### src/rtl/exec_pkg.sv
// Shared encodings for the execute stage: multiply/divide ops, MD FSM states,
// ALU control codes and forwarding-mux selects.
package exec_pkg;

    typedef enum logic [1:0] {
        MD_MUL_LO = 2'b00,
        MD_MUL_HI = 2'b01,
        MD_DIV_Q  = 2'b10,
        MD_DIV_R  = 2'b11
    } md_op_e;

    typedef enum logic [1:0] {
        MD_IDLE = 2'b00,
        MD_BUSY = 2'b01,
        MD_DONE = 2'b10
    } md_state_e;

    localparam logic [3:0] ALU_ADD  = 4'd0;
    localparam logic [3:0] ALU_SUB  = 4'd1;
    localparam logic [3:0] ALU_AND  = 4'd2;
    localparam logic [3:0] ALU_OR   = 4'd3;
    localparam logic [3:0] ALU_XOR  = 4'd4;
    localparam logic [3:0] ALU_NOR  = 4'd5;
    localparam logic [3:0] ALU_SLT  = 4'd6;
    localparam logic [3:0] ALU_SLTU = 4'd7;
    localparam logic [3:0] ALU_SLL  = 4'd8;
    localparam logic [3:0] ALU_SRL  = 4'd9;
    localparam logic [3:0] ALU_SRA  = 4'd10;

    // Forwarding select: bit 1 set picks the EX/MEM result regardless of bit 0.
    localparam logic [1:0] FWD_ID = 2'b00;
    localparam logic [1:0] FWD_WB = 2'b01;
    localparam logic [1:0] FWD_EX = 2'b10;

endpackage

### src/rtl/exec_mdu.sv
// Iterative unsigned multiply (shift-add) and, with EXEC_MDU_DIV_EN defined,
// restoring divide. One iteration per cycle, DATA_W iterations per operation.
module exec_mdu
    import exec_pkg::*;
#(
    parameter int DATA_W = 32
) (
    input  logic              clk,
    input  logic              rst,
    input  logic              start,
    input  md_op_e            op,
    input  logic [DATA_W-1:0] a,
    input  logic [DATA_W-1:0] b,
    output logic              busy,
    output logic              done,
    output logic [DATA_W-1:0] result
);

    localparam int CNT_W = $clog2(DATA_W) + 1;

    md_state_e         state, state_nxt;
    logic [CNT_W-1:0]  cnt;
    logic [DATA_W-1:0] hi, lo, opb;
    logic [DATA_W-1:0] hi_nxt, lo_nxt;
    logic [DATA_W:0]   mul_sum;
    logic              hi_sel;
`ifdef EXEC_MDU_DIV_EN
    logic              div_r;
    logic [DATA_W:0]   div_trial;
`endif

    always_comb begin
        state_nxt = state;
        busy      = 1'b0;
        done      = 1'b0;
        case (state)
            MD_IDLE: if (start) state_nxt = MD_BUSY;
            MD_BUSY: begin
                busy = 1'b1;
                if (cnt == CNT_W'(1)) state_nxt = MD_DONE;
            end
            MD_DONE: begin
                done      = 1'b1;
                state_nxt = MD_IDLE;
            end
            default: state_nxt = MD_IDLE;
        endcase
    end

    // {hi,lo} is the product accumulator for multiply and {remainder,quotient}
    // for divide, so low-half ops read lo and high-half/remainder ops read hi.
    always_comb begin
        mul_sum = {1'b0, hi} + (lo[0] ? {1'b0, opb} : '0);
        hi_nxt  = mul_sum[DATA_W:1];
        lo_nxt  = {mul_sum[0], lo[DATA_W-1:1]};
`ifdef EXEC_MDU_DIV_EN
        div_trial = {hi, lo[DATA_W-1]} - {1'b0, opb};
        if (div_r) begin
            if (!div_trial[DATA_W]) begin
                hi_nxt = div_trial[DATA_W-1:0];
                lo_nxt = {lo[DATA_W-2:0], 1'b1};
            end else begin
                hi_nxt = {hi[DATA_W-2:0], lo[DATA_W-1]};
                lo_nxt = {lo[DATA_W-2:0], 1'b0};
            end
        end
`endif
    end

    always_ff @(posedge clk) begin
        if (rst) begin
            state  <= MD_IDLE;
            cnt    <= '0;
            hi     <= '0;
            lo     <= '0;
            opb    <= '0;
            hi_sel <= 1'b0;
`ifdef EXEC_MDU_DIV_EN
            div_r  <= 1'b0;
`endif
        end else begin
            state <= state_nxt;
            case (state)
                MD_IDLE: if (start) begin
                    hi     <= '0;
                    lo     <= a;
                    opb    <= b;
                    hi_sel <= (op == MD_MUL_HI) || (op == MD_DIV_R);
`ifdef EXEC_MDU_DIV_EN
                    div_r  <= (op == MD_DIV_Q) || (op == MD_DIV_R);
`endif
                    cnt    <= CNT_W'(DATA_W);
                end
                MD_BUSY: begin
                    hi  <= hi_nxt;
                    lo  <= lo_nxt;
                    cnt <= cnt - CNT_W'(1);
                end
                default: ;
            endcase
        end
    end

    assign result = hi_sel ? hi : lo;

endmodule

### src/rtl/exec_stage_mdu.sv
// Execute stage: forwarding muxes, ALU, link path, iterative MD unit and the
// EX/MEM register. Divide support is built only when EXEC_MDU_DIV_EN is defined.
module exec_stage_mdu
    import exec_pkg::*;
#(
    parameter int DATA_W      = 32,
    parameter int REG_AW      = 5,
    parameter int LINK_OFFSET = 0
) (
    input  logic                      clk,
    input  logic                      rst,
    input  logic                      valid_id,
    input  logic [DATA_W-1:0]         reg_a_id_r,
    input  logic [DATA_W-1:0]         reg_b_id_r,
    input  logic [DATA_W-1:0]         imm_ext_id_r,
    input  logic [DATA_W-1:0]         pc_plus_1_id_r,
    input  logic [REG_AW-1:0]         reg_wr_addr_id_r,
    input  logic [$clog2(DATA_W)-1:0] sa_id_r,
    input  logic [DATA_W-1:0]         reg_wr_data_wb,
    input  logic [1:0]                src_a_mux,
    input  logic [1:0]                src_b_mux,
    input  logic                      jal_sel_ex,
    input  logic                      alu_a_mux_sel_ex,
    input  logic                      alu_b_mux_sel_ex,
    input  logic [3:0]                alu_ctrl_ex,
    input  logic                      md_start_ex,
    input  logic [1:0]                md_op_ex,
    output logic                      stall_ex,
    output logic                      alu_zero_ex,
    output logic [REG_AW-1:0]         reg_wr_addr_ex,
    output logic [DATA_W-1:0]         exec_out_fw,
    output logic [DATA_W-1:0]         exec_out_ex_r,
    output logic [DATA_W-1:0]         reg_b_ex_r,
    output logic [REG_AW-1:0]         reg_wr_addr_ex_r,
    output logic                      valid_ex_r
);

    localparam int SA_W = $clog2(DATA_W);

    logic [DATA_W-1:0] src_a, src_b, alu_a, alu_b, alu_res, ex_result, md_result;
    logic [SA_W-1:0]   shamt;
    logic              md_req, md_go, md_busy, md_done, md_idle;

    function automatic logic [DATA_W-1:0] fwd_pick(input logic [1:0] sel,
                                                  input logic [DATA_W-1:0] ex,
                                                  input logic [DATA_W-1:0] wb,
                                                  input logic [DATA_W-1:0] id);
        if (sel[1])            return ex;
        else if (sel == FWD_WB) return wb;
        else                   return id;
    endfunction

    assign exec_out_fw = exec_out_ex_r;
    assign src_a = fwd_pick(src_a_mux, exec_out_fw, reg_wr_data_wb, reg_a_id_r);
    assign src_b = fwd_pick(src_b_mux, exec_out_fw, reg_wr_data_wb, reg_b_id_r);
    assign alu_a = alu_a_mux_sel_ex ? {{(DATA_W-SA_W){1'b0}}, sa_id_r} : src_a;
    assign alu_b = alu_b_mux_sel_ex ? imm_ext_id_r : src_b;
    assign shamt = alu_a[SA_W-1:0];

    always_comb begin
        alu_res = '0;
        case (alu_ctrl_ex)
            ALU_ADD:  alu_res = alu_a + alu_b;
            ALU_SUB:  alu_res = alu_a - alu_b;
            ALU_AND:  alu_res = alu_a & alu_b;
            ALU_OR:   alu_res = alu_a | alu_b;
            ALU_XOR:  alu_res = alu_a ^ alu_b;
            ALU_NOR:  alu_res = ~(alu_a | alu_b);
            ALU_SLT:  alu_res = {{(DATA_W-1){1'b0}}, $signed(alu_a) < $signed(alu_b)};
            ALU_SLTU: alu_res = {{(DATA_W-1){1'b0}}, alu_a < alu_b};
            ALU_SLL:  alu_res = alu_b << shamt;
            ALU_SRL:  alu_res = alu_b >> shamt;
            ALU_SRA:  alu_res = $signed(alu_b) >>> shamt;
            default:  alu_res = '0;
        endcase
    end

    assign alu_zero_ex    = (alu_res == '0);
    assign reg_wr_addr_ex = reg_wr_addr_id_r | {REG_AW{jal_sel_ex}};

    // Without the divider, divide ops fall through the single-cycle path as zero.
    assign md_req  = valid_id & md_start_ex;
    assign md_idle = ~md_busy & ~md_done;
`ifdef EXEC_MDU_DIV_EN
    assign md_go   = md_req & md_idle;
`else
    assign md_go   = md_req & md_idle & ~md_op_ex[1];
`endif
    assign stall_ex = ~rst & (md_go | md_busy);

    assign ex_result = jal_sel_ex ? (pc_plus_1_id_r + DATA_W'(LINK_OFFSET))
                     : md_req     ? '0
                     :              alu_res;

    exec_mdu #(.DATA_W(DATA_W)) u_mdu (
        .clk    (clk),
        .rst    (rst),
        .start  (md_go),
        .op     (md_op_e'(md_op_ex)),
        .a      (src_a),
        .b      (src_b),
        .busy   (md_busy),
        .done   (md_done),
        .result (md_result)
    );

    always_ff @(posedge clk) begin
        if (rst) begin
            exec_out_ex_r    <= '0;
            reg_b_ex_r       <= '0;
            reg_wr_addr_ex_r <= '0;
            valid_ex_r       <= 1'b0;
        end else if (stall_ex || !valid_id) begin
            reg_wr_addr_ex_r <= '0;
            valid_ex_r       <= 1'b0;
        end else begin
            exec_out_ex_r    <= md_done ? md_result : ex_result;
            reg_b_ex_r       <= src_b;
            reg_wr_addr_ex_r <= reg_wr_addr_ex;
            valid_ex_r       <= 1'b1;
        end
    end

endmodule

### config.mk
export PLATFORM = sky130hd
export DESIGN_NAME = exec_stage_mdu
export DESIGN_NICKNAME = d
export VERILOG_FILES = /design/src/rtl/exec_pkg.sv /design/src/rtl/exec_mdu.sv /design/src/rtl/exec_stage_mdu.sv
export SDC_FILE = /design/constraint.sdc
export NUM_CORES = 1
export LEC_CHECK = 0
export CAP_MARGIN = 20
export CORE_MARGIN = 5
export CORE_UTILIZATION = 55
export DETAILED_ROUTE_END_ITERATION = 12
export PLACE_DENSITY = 0.8
export REMOVE_ABC_BUFFERS = 1
export SYNTH_ARGS = -nofsm -noshare
export SYNTH_HDL_FRONTEND = slang
export SYNTH_SLANG_ARGS = --single-unit
### constraint.sdc
create_clock -name clk -period 13.3 [get_ports clk]
set_input_delay 3.99 -clock clk [delete_from_list [all_inputs] [get_ports clk]]
set_output_delay 3.99 -clock clk [all_outputs]
set_load 0.005 [all_outputs]
==> flow_summary.ini, run 1 <==
[yosys]
yosys.area.top_type = dfxtp_1
ys_warn_count = 0
netlist_instances = 2870
ys_types = 91
synth_compound_area_share_pct = 31.8
synthXorXnorAreaFrac_pct = 1.61
synthSimpleGateAreaFrac_pct = 21.9
synthTopCellsByArea = dfxtp_1 17%, ha_1 8.6%, mux2i_1 7.1%
yosys_most_used_dff = dfxtp_1
synth_edf_count = 0
synth_top_family_by_area = compound AO/OA/AOI/OAI gates
synth_mux_area_share_pct = 11.0
synth_area_per_cell_um2 = 7.18
synth_top_area_share_pct = 17.0
seq_area_frac_synth_pct = 17.0
yosys.area_share.adder_pct = 8.85
async_reset_ff_share_pct = 0
ys_seq_elements = 175
syn_area_um2 = 20600

[clock_tree]
cts_buffers = 17
clock_latency_ps = 440
cts-root-buf = clkbuf_16
hold_buffers = 0
numClockSinks = 175
clk_pin_slew_ps = 70
clockBufferDepth = 2
cts-htree-levels = 4
cts_tree = built

[setup_path]
path_cells = clkdlybuf4s50_1, mux2_2, o21a_1, o21a_1, ha_2, fa_1, or2_2, a221o_2, a211o_1, a31o_2, o2111ai_1, o2bb2ai_1, nand4_1, nor4_2, and4_1, nand4_1, nor3_2, dlymetal6s2s_1
critPathSlowestCell = clkdlybuf4s50_1
cp_top_family = compound AO/OA/AOI/OAI gates
slowest_delay_ps = 470
cp_max_fo = 5
cp.buffers_inverters = 2
required_ps = 9310
reg2reg_depth = 19
critical_path_class = primary input to output port
cp.depth = 18
start_kind = primary input
worst_setup_path_end_kind = output port
crit_arrival_ps = 9120

[placed_design]
port_buffers = 295
hpwlAfterDp_um = 76300
place_congestion = 1.20

[timing]
clock-skew-final_ps = 12.9
fin_crit_sh_pct = 98.6
max_slew_margin_pct = 17.4
drv_slew = 0
setup_viol = 0
clock.fmax_mhz = 76.3
rsz0062_at_grt = false
tightest_slew_ps = 1230
hold_viol = 0
min_period_ps = 13110
hold_slack_ps = 449

[floorplan]
ioPinCount = 296
core_area_um2 = 37300
dieArea_um2 = 41400
core.rowCount = 71
die_w_um = 204
start_util_pct = 55.2
die_y_um = 204

[cells_and_area]
utilization_pct = 68.1
final_cell_mix = 325 x nor2_1, 311 x nand2_1, 287 x clkdlybuf4s50_1, 231 x a21oi_1, 201 x buf_4
multi_input_area_um2 = 15700
layout_commonest_cell = nor2_1
layout.nets = 3471
num-fill-cells = 3165
register_area_um2 = 3500
syn_to_final_growth_pct = 23.2
drive_gt1_share_pct = 13.0

[power_and_ir_drop]
cellLeakagePower_nw = 10.5
pwr_density_cell_nw_per_um2 = 97.1
peakVddDrop_v = 0.000105
design_power_total_w = 0.00247

[routing]
drt_pass1_iterations = 10
drc = 0
postRouteAntennaNets = 0
viasPerCell = 7.07
dr.first_iter.drc_count = 3771
route.vias.total = 25600
drt-wirelength-per-cell_um = 27.4
routed_wl_um = 99300

[grt]
grt_start_max_net_pins = 80
antenna_found_initial = 3
grt_use_total_pct = 45.0
overflow = 0
grt_pass1_vias = 24400
grt_pass1_wl_um = 146000

[hold_path]
hold_depth = 2
hold_path.class = register to register

[outcome]
status = complete, no violations

[job]
maxCapViolations = 0
[sequential cells by signal (all words and copies together) (netlist names), 2 cells and up]
name / flops
exec_out_ex_r: 32
reg_b_ex_r: 32
u_mdu.hi: 32
u_mdu.lo: 32
u_mdu.opb: 32
u_mdu.cnt: 6
reg_wr_addr_ex_r: 5
u_mdu.state: 2
[stage by stage]
stage	worst slack (ps)	area, um^2	cells	setup TNS [ps]
global placement	-128	24600	3590	-128
finish	191	25400	3628	0
floorplan	-534	19400	2621	-534
detailed placement	-292	24600	3590	-292
CTS	11.6	25200	3623	0
global route	142	25400	3628	0
[metal layers]
| layer | GRT usage, % | part of all wire, % | vias up |
|---|---|---|---|
| met3 | 12.2 | 13 | 552 |
| met2 | 70.7 | 44 | 2116 |
| met5 | 0 | 0.0071 | - |
| li1 | - | - | 11000 |
| met4 | 23.8 | 7.1 | 2 |
| met1 | 56.3 | 36 | 11900 |
[power by group]
part | internal (W) | switching [W]
combinational | 0.000496 | 0.000786
clock | 0.000304 | 0.000228
sequential | 0.000582 | 0.0000696
[synthesized netlist by cell type (24+ instances only)]
| library cell | instances |
|---|---|
| a221oi_1 | 47 |
| xnor2_1 | 24 |
| inv_1 | 107 |
| nand2_1 | 312 |
| nor2_1 | 325 |
| o221ai_1 | 45 |
| nand3_1 | 39 |
| ha_1 | 141 |
| nand2b_1 | 93 |
| o211ai_1 | 30 |
| mux2i_1 | 146 |
| and2_1 | 44 |
| dfxtp_1 | 175 |
| o21ai_0 | 137 |
| nor3_1 | 52 |
| o22ai_1 | 34 |
| a22oi_1 | 39 |
| a21o_1 | 34 |
| a211oi_1 | 62 |
| a31oi_1 | 33 |
| mux2_2 | 61 |
| o21a_1 | 47 |
| buf_2 | 24 |
| or2_2 | 39 |
| clkbuf_1 | 161 |
| a21oi_1 | 232 |
| a2111oi_0 | 37 |
| buf_4 | 36 |
[area by class of cell]
| type | count | share of cell area [%] |
|---|---|---|
| Sequential cell | 175 | 13.8 |
| Multi-Input combinational cell | 2333 | 61.9 |
| Antenna cell | 1 | 0.00985 |
| Timing Repair Buffer | 500 | 17.8 |
| Clock inverter | 14 | 0.690 |
| Inverter | 113 | 1.69 |
| Tap cell | 474 | 2.34 |
| Clock buffer | 18 | 1.73 |
[worst register-to-register path, stage by stage (launching register included)]
cell	delay, ps
dfxtp_1	500
nand2b_1	170
o21a_1	140
o21a_1	230
buf_4	160
ha_1	190
inv_1	70
fa_1	500
nor2b_2	190
o2111ai_2	260
nand3_1	160
a21boi_1	100
o31ai_2	320
a31oi_1	180
a221o_1	330
a221oi_1	340
buf_4	200
nor2_1	60
a2111oi_0	700
nor3_1	100
[final timing paths]
check	from	endpoint	slack (ps)
setup / recovery	reg_wr_data_wb[0]	alu_zero_ex	190
hold / removal	u_mdu.opb[16]	u_mdu.opb[16]	450
setup reg to reg	exec_out_ex_r[0]	exec_out_ex_r[22]	8250
hold reg to reg	u_mdu.opb[16]	u_mdu.opb[16]	450
[kinds of logic after synthesis]
group                    after synthesis
flip-flops                           175
adder cells (fa/ha/maj)              144
AND/OR/NAND/NOR                      987
multiplexers                         216
XOR/XNOR                              38
buffers and inverters                362
AO/OA/AOI/OAI                        948
[what timing repair did]
action	CTS	global route
pin swaps	5	12
endpoints found under the hold margin	0	0
endpoints found under the setup margin	1	1
resized for setup	11	26
buffers inserted	1	3
Note: power is estimated with default switching activity, not from simulation.
==> run 2: changes to the inputs <==
--- a/config.mk
+++ b/config.mk
@@ -5,11 +5,12 @@
 export SDC_FILE = /design/constraint.sdc
 export NUM_CORES = 1
 export LEC_CHECK = 0
+export ABC_AREA = 1
 export CAP_MARGIN = 20
 export CORE_MARGIN = 5
-export CORE_UTILIZATION = 55
+export CORE_UTILIZATION = 44
 export DETAILED_ROUTE_END_ITERATION = 12
-export PLACE_DENSITY = 0.8
+export PLACE_DENSITY = 0.66
 export REMOVE_ABC_BUFFERS = 1
 export SYNTH_ARGS = -nofsm -noshare
 export SYNTH_HDL_FRONTEND = slang
==> run 2 against run 1 <==
Compared with the run above:
- die area rose by 27%
- first-iteration DRC count up 7.7%
- wire length rose by 8.5%
==> flow_summary.ini, run 2 <==
[setup_path]
slowest_delay_ps = 630
crit_arrival_ps = 9060
cp.buffers_inverters = 7
cp.depth = 26
cp_top_family = simple AND/OR/NAND/NOR gates
worst_setup_path_end_kind = output port
reg2reg_depth = 22
critical_path_class = primary input to output port
cp_max_fo = 30
crit_top_cell = nor2_1
required_ps = 9310
start_kind = primary input
critPathSlowestCell = clkdlybuf4s50_1

[outcome]
status = complete, no violations

[clock_tree]
numClockSinks = 175
hold_buffers = 0
cts_buffers = 17
clockBufferDepth = 2
cts_setup_buffers = 0
clock_latency_ps = 460
clk_pin_slew_ps = 80
cts_tree = built
cts-htree-levels = 4
cts-root-buf = clkbuf_16

[grt]
grt_pass1_vias = 25200
overflow = 0
grt_pass1_wl_um = 157000
grt_start_max_net_pins = 66
grt_use_total_pct = 38.4
antenna_found_initial = 2

[yosys]
seq_area_frac_synth_pct = 16.5
yosys.area.top_type = nand2_1
async_reset_ff_share_pct = 0
synth_most_common_cell = nand2_1
synth_edf_count = 0
ys_types = 50
synthTopCellsByArea = nand2_1 18%, dfxtp_1 16%, nand3_1 12%
ys_warn_count = 0
yosys_most_used_dff = dfxtp_1
synth_area_per_cell_um2 = 5.54
ys_seq_elements = 175
synth_top_area_share_pct = 18.5
syn_area_um2 = 21200
netlist_instances = 3834
yosys-top-cells-count = 1046 x nand2_1, 512 x nand3_1, 414 x inv_1, 368 x a21oi_1, 307 x nor2_1

[routing]
drc = 0
route.vias.total = 28000
wl_met3_um = 12600
viasPerCell = 6.02
routed_wl_um = 108000
dr.first_iter.drc_count = 4060
postRouteAntennaNets = 0
met1_length_um = 45500
drt_pass1_iterations = 6
drt-wirelength-per-cell_um = 23.2
met2_length_um = 44400
top_layer_used = met5

[timing]
clock-skew-final_ps = 16.1
min_period_ps = 13050
setup_viol = 0
hold_viol = 0
clock.fmax_mhz = 76.6
setup_tns_ps = 0
max_slew_margin_pct = 31.9
rsz0062_at_grt = false
tightest_slew_ps = 1020
drv_slew = 0
fin_crit_sh_pct = 98.1

[power_and_ir_drop]
cellLeakagePower_nw = 12.3
seq_power_share_pct = 26.0
intPower_w = 0.00127
power_frac_clock_pct = 20.7
peakVddDrop_v = 0.0000812
p_switching_w = 0.00118
pwr_density_cell_nw_per_um2 = 96.6
netSwitchingFraction_pct = 48.3
combPwrFrac_pct = 53.2

[cells_and_area]
final_cell_mix = 1045 x nand2_1, 512 x nand3_1, 411 x inv_1, 368 x a21oi_1, 302 x nor2_1
syn_to_final_growth_pct = 19.1
layout_commonest_cell = nand2_1
num-fill-cells = 5107
drive_gt1_share_pct = 4.66
stdcell_count = 4649
utilization_pct = 53.0
layout.nets = 4350

[placed_design]
hpwlAfterDp_um = 87100
place_congestion = 1.07
port_buffers = 295
placedCellCount = 4615

[hold_path]
hold_depth = 2
hold_path.class = register to register

[floorplan]
die_w_um = 230
dieArea_um2 = 52800
core_area_um2 = 47700
ioPinCount = 296
start_util_pct = 44.5
core.rowCount = 80
die_y_um = 230

[job]
maxCapViolations = 0
-- run 2: tightest hold or removal path, stage by stage (launching register included) --
cell     delay, ps
dfxtp_1        320
nand2_1         60
a21oi_1         50
-- run 2: final timing paths --
path / startpoint / endpoint / slack (ps)
setup reg to reg: exec_out_ex_r[18] / exec_out_ex_r[20] / 9210
hold reg to reg: u_mdu.lo[27] / u_mdu.lo[27] / 470
hold / removal: u_mdu.lo[27] / u_mdu.lo[27] / 470
setup / recovery: src_a_mux[0] / alu_zero_ex / 250
-- run 2: timing repair --
action | CTS | global route
endpoints found under the hold margin | 0 | 0
setup endpoints to repair | 0 | 1
resized for setup | 0 | 12
-- run 2: layer usage --
layer  global-route usage, %  vias to the layer above
met5                       0                        -
met4                    15.3                        4
met3                    9.04                      234
met2                    56.9                     1866
met1                    53.9                    12800
li1                        -                    13100
-- run 2: logic make-up after synthesis --
family / share of synthesized area (%)
AO/OA/AOI/OAI: 22.1
buffers and inverters: 12.9
XOR/XNOR: 0.247
flip-flops: 16.5
adder cells (fa/ha/maj): 8.59
AND/OR/NAND/NOR: 39.7
-- run 2: area by class of cell --
| type | count | area [um^2] | share of cell area, % |
|---|---|---|---|
| diodes | 2 | 5.00 | 0.0198 |
| clock buffers | 17 | 425 | 1.68 |
| clock inverters | 15 | 145 | 0.574 |
| inverters | 433 | 1630 | 6.45 |
| multi-input cells | 2994 | 15000 | 59.4 |
| flip-flops and latches | 175 | 3500 | 13.8 |
| well taps | 615 | 769 | 3.04 |
| repair buffers | 398 | 3780 | 15.0 |
-- run 2: power by group through the flow --
stage	Clock (W)	Sequential [W]	Combinational, W
6_report	0.000507	0.000637	0.00130
5_1_grt	0.000528	0.000644	0.00140
4_1_cts	0.000507	0.000636	0.00126
3_5_place_dp	0	0.000647	0.00125
3_3_place_gp	0	0.000647	0.00125
2_1_floorplan	0	0.000637	0.000695
-- run 2: per-stage QoR --
| step | area [um^2] | hold slack (ps) | worst slack [ps] | power (W) |
|---|---|---|---|---|
| finish | 25300 | 471 | 250 | 0.00245 |
| global route | 25300 | 488 | 11.3 | 0.00257 |
| floorplan | 20100 | 439 | 1470 | 0.00133 |
| detailed placement | 24700 | 455 | 101 | 0.00190 |
| global placement | 24700 | 454 | 23.2 | 0.00190 |
| CTS | 25300 | 468 | 72.1 | 0.00240 |
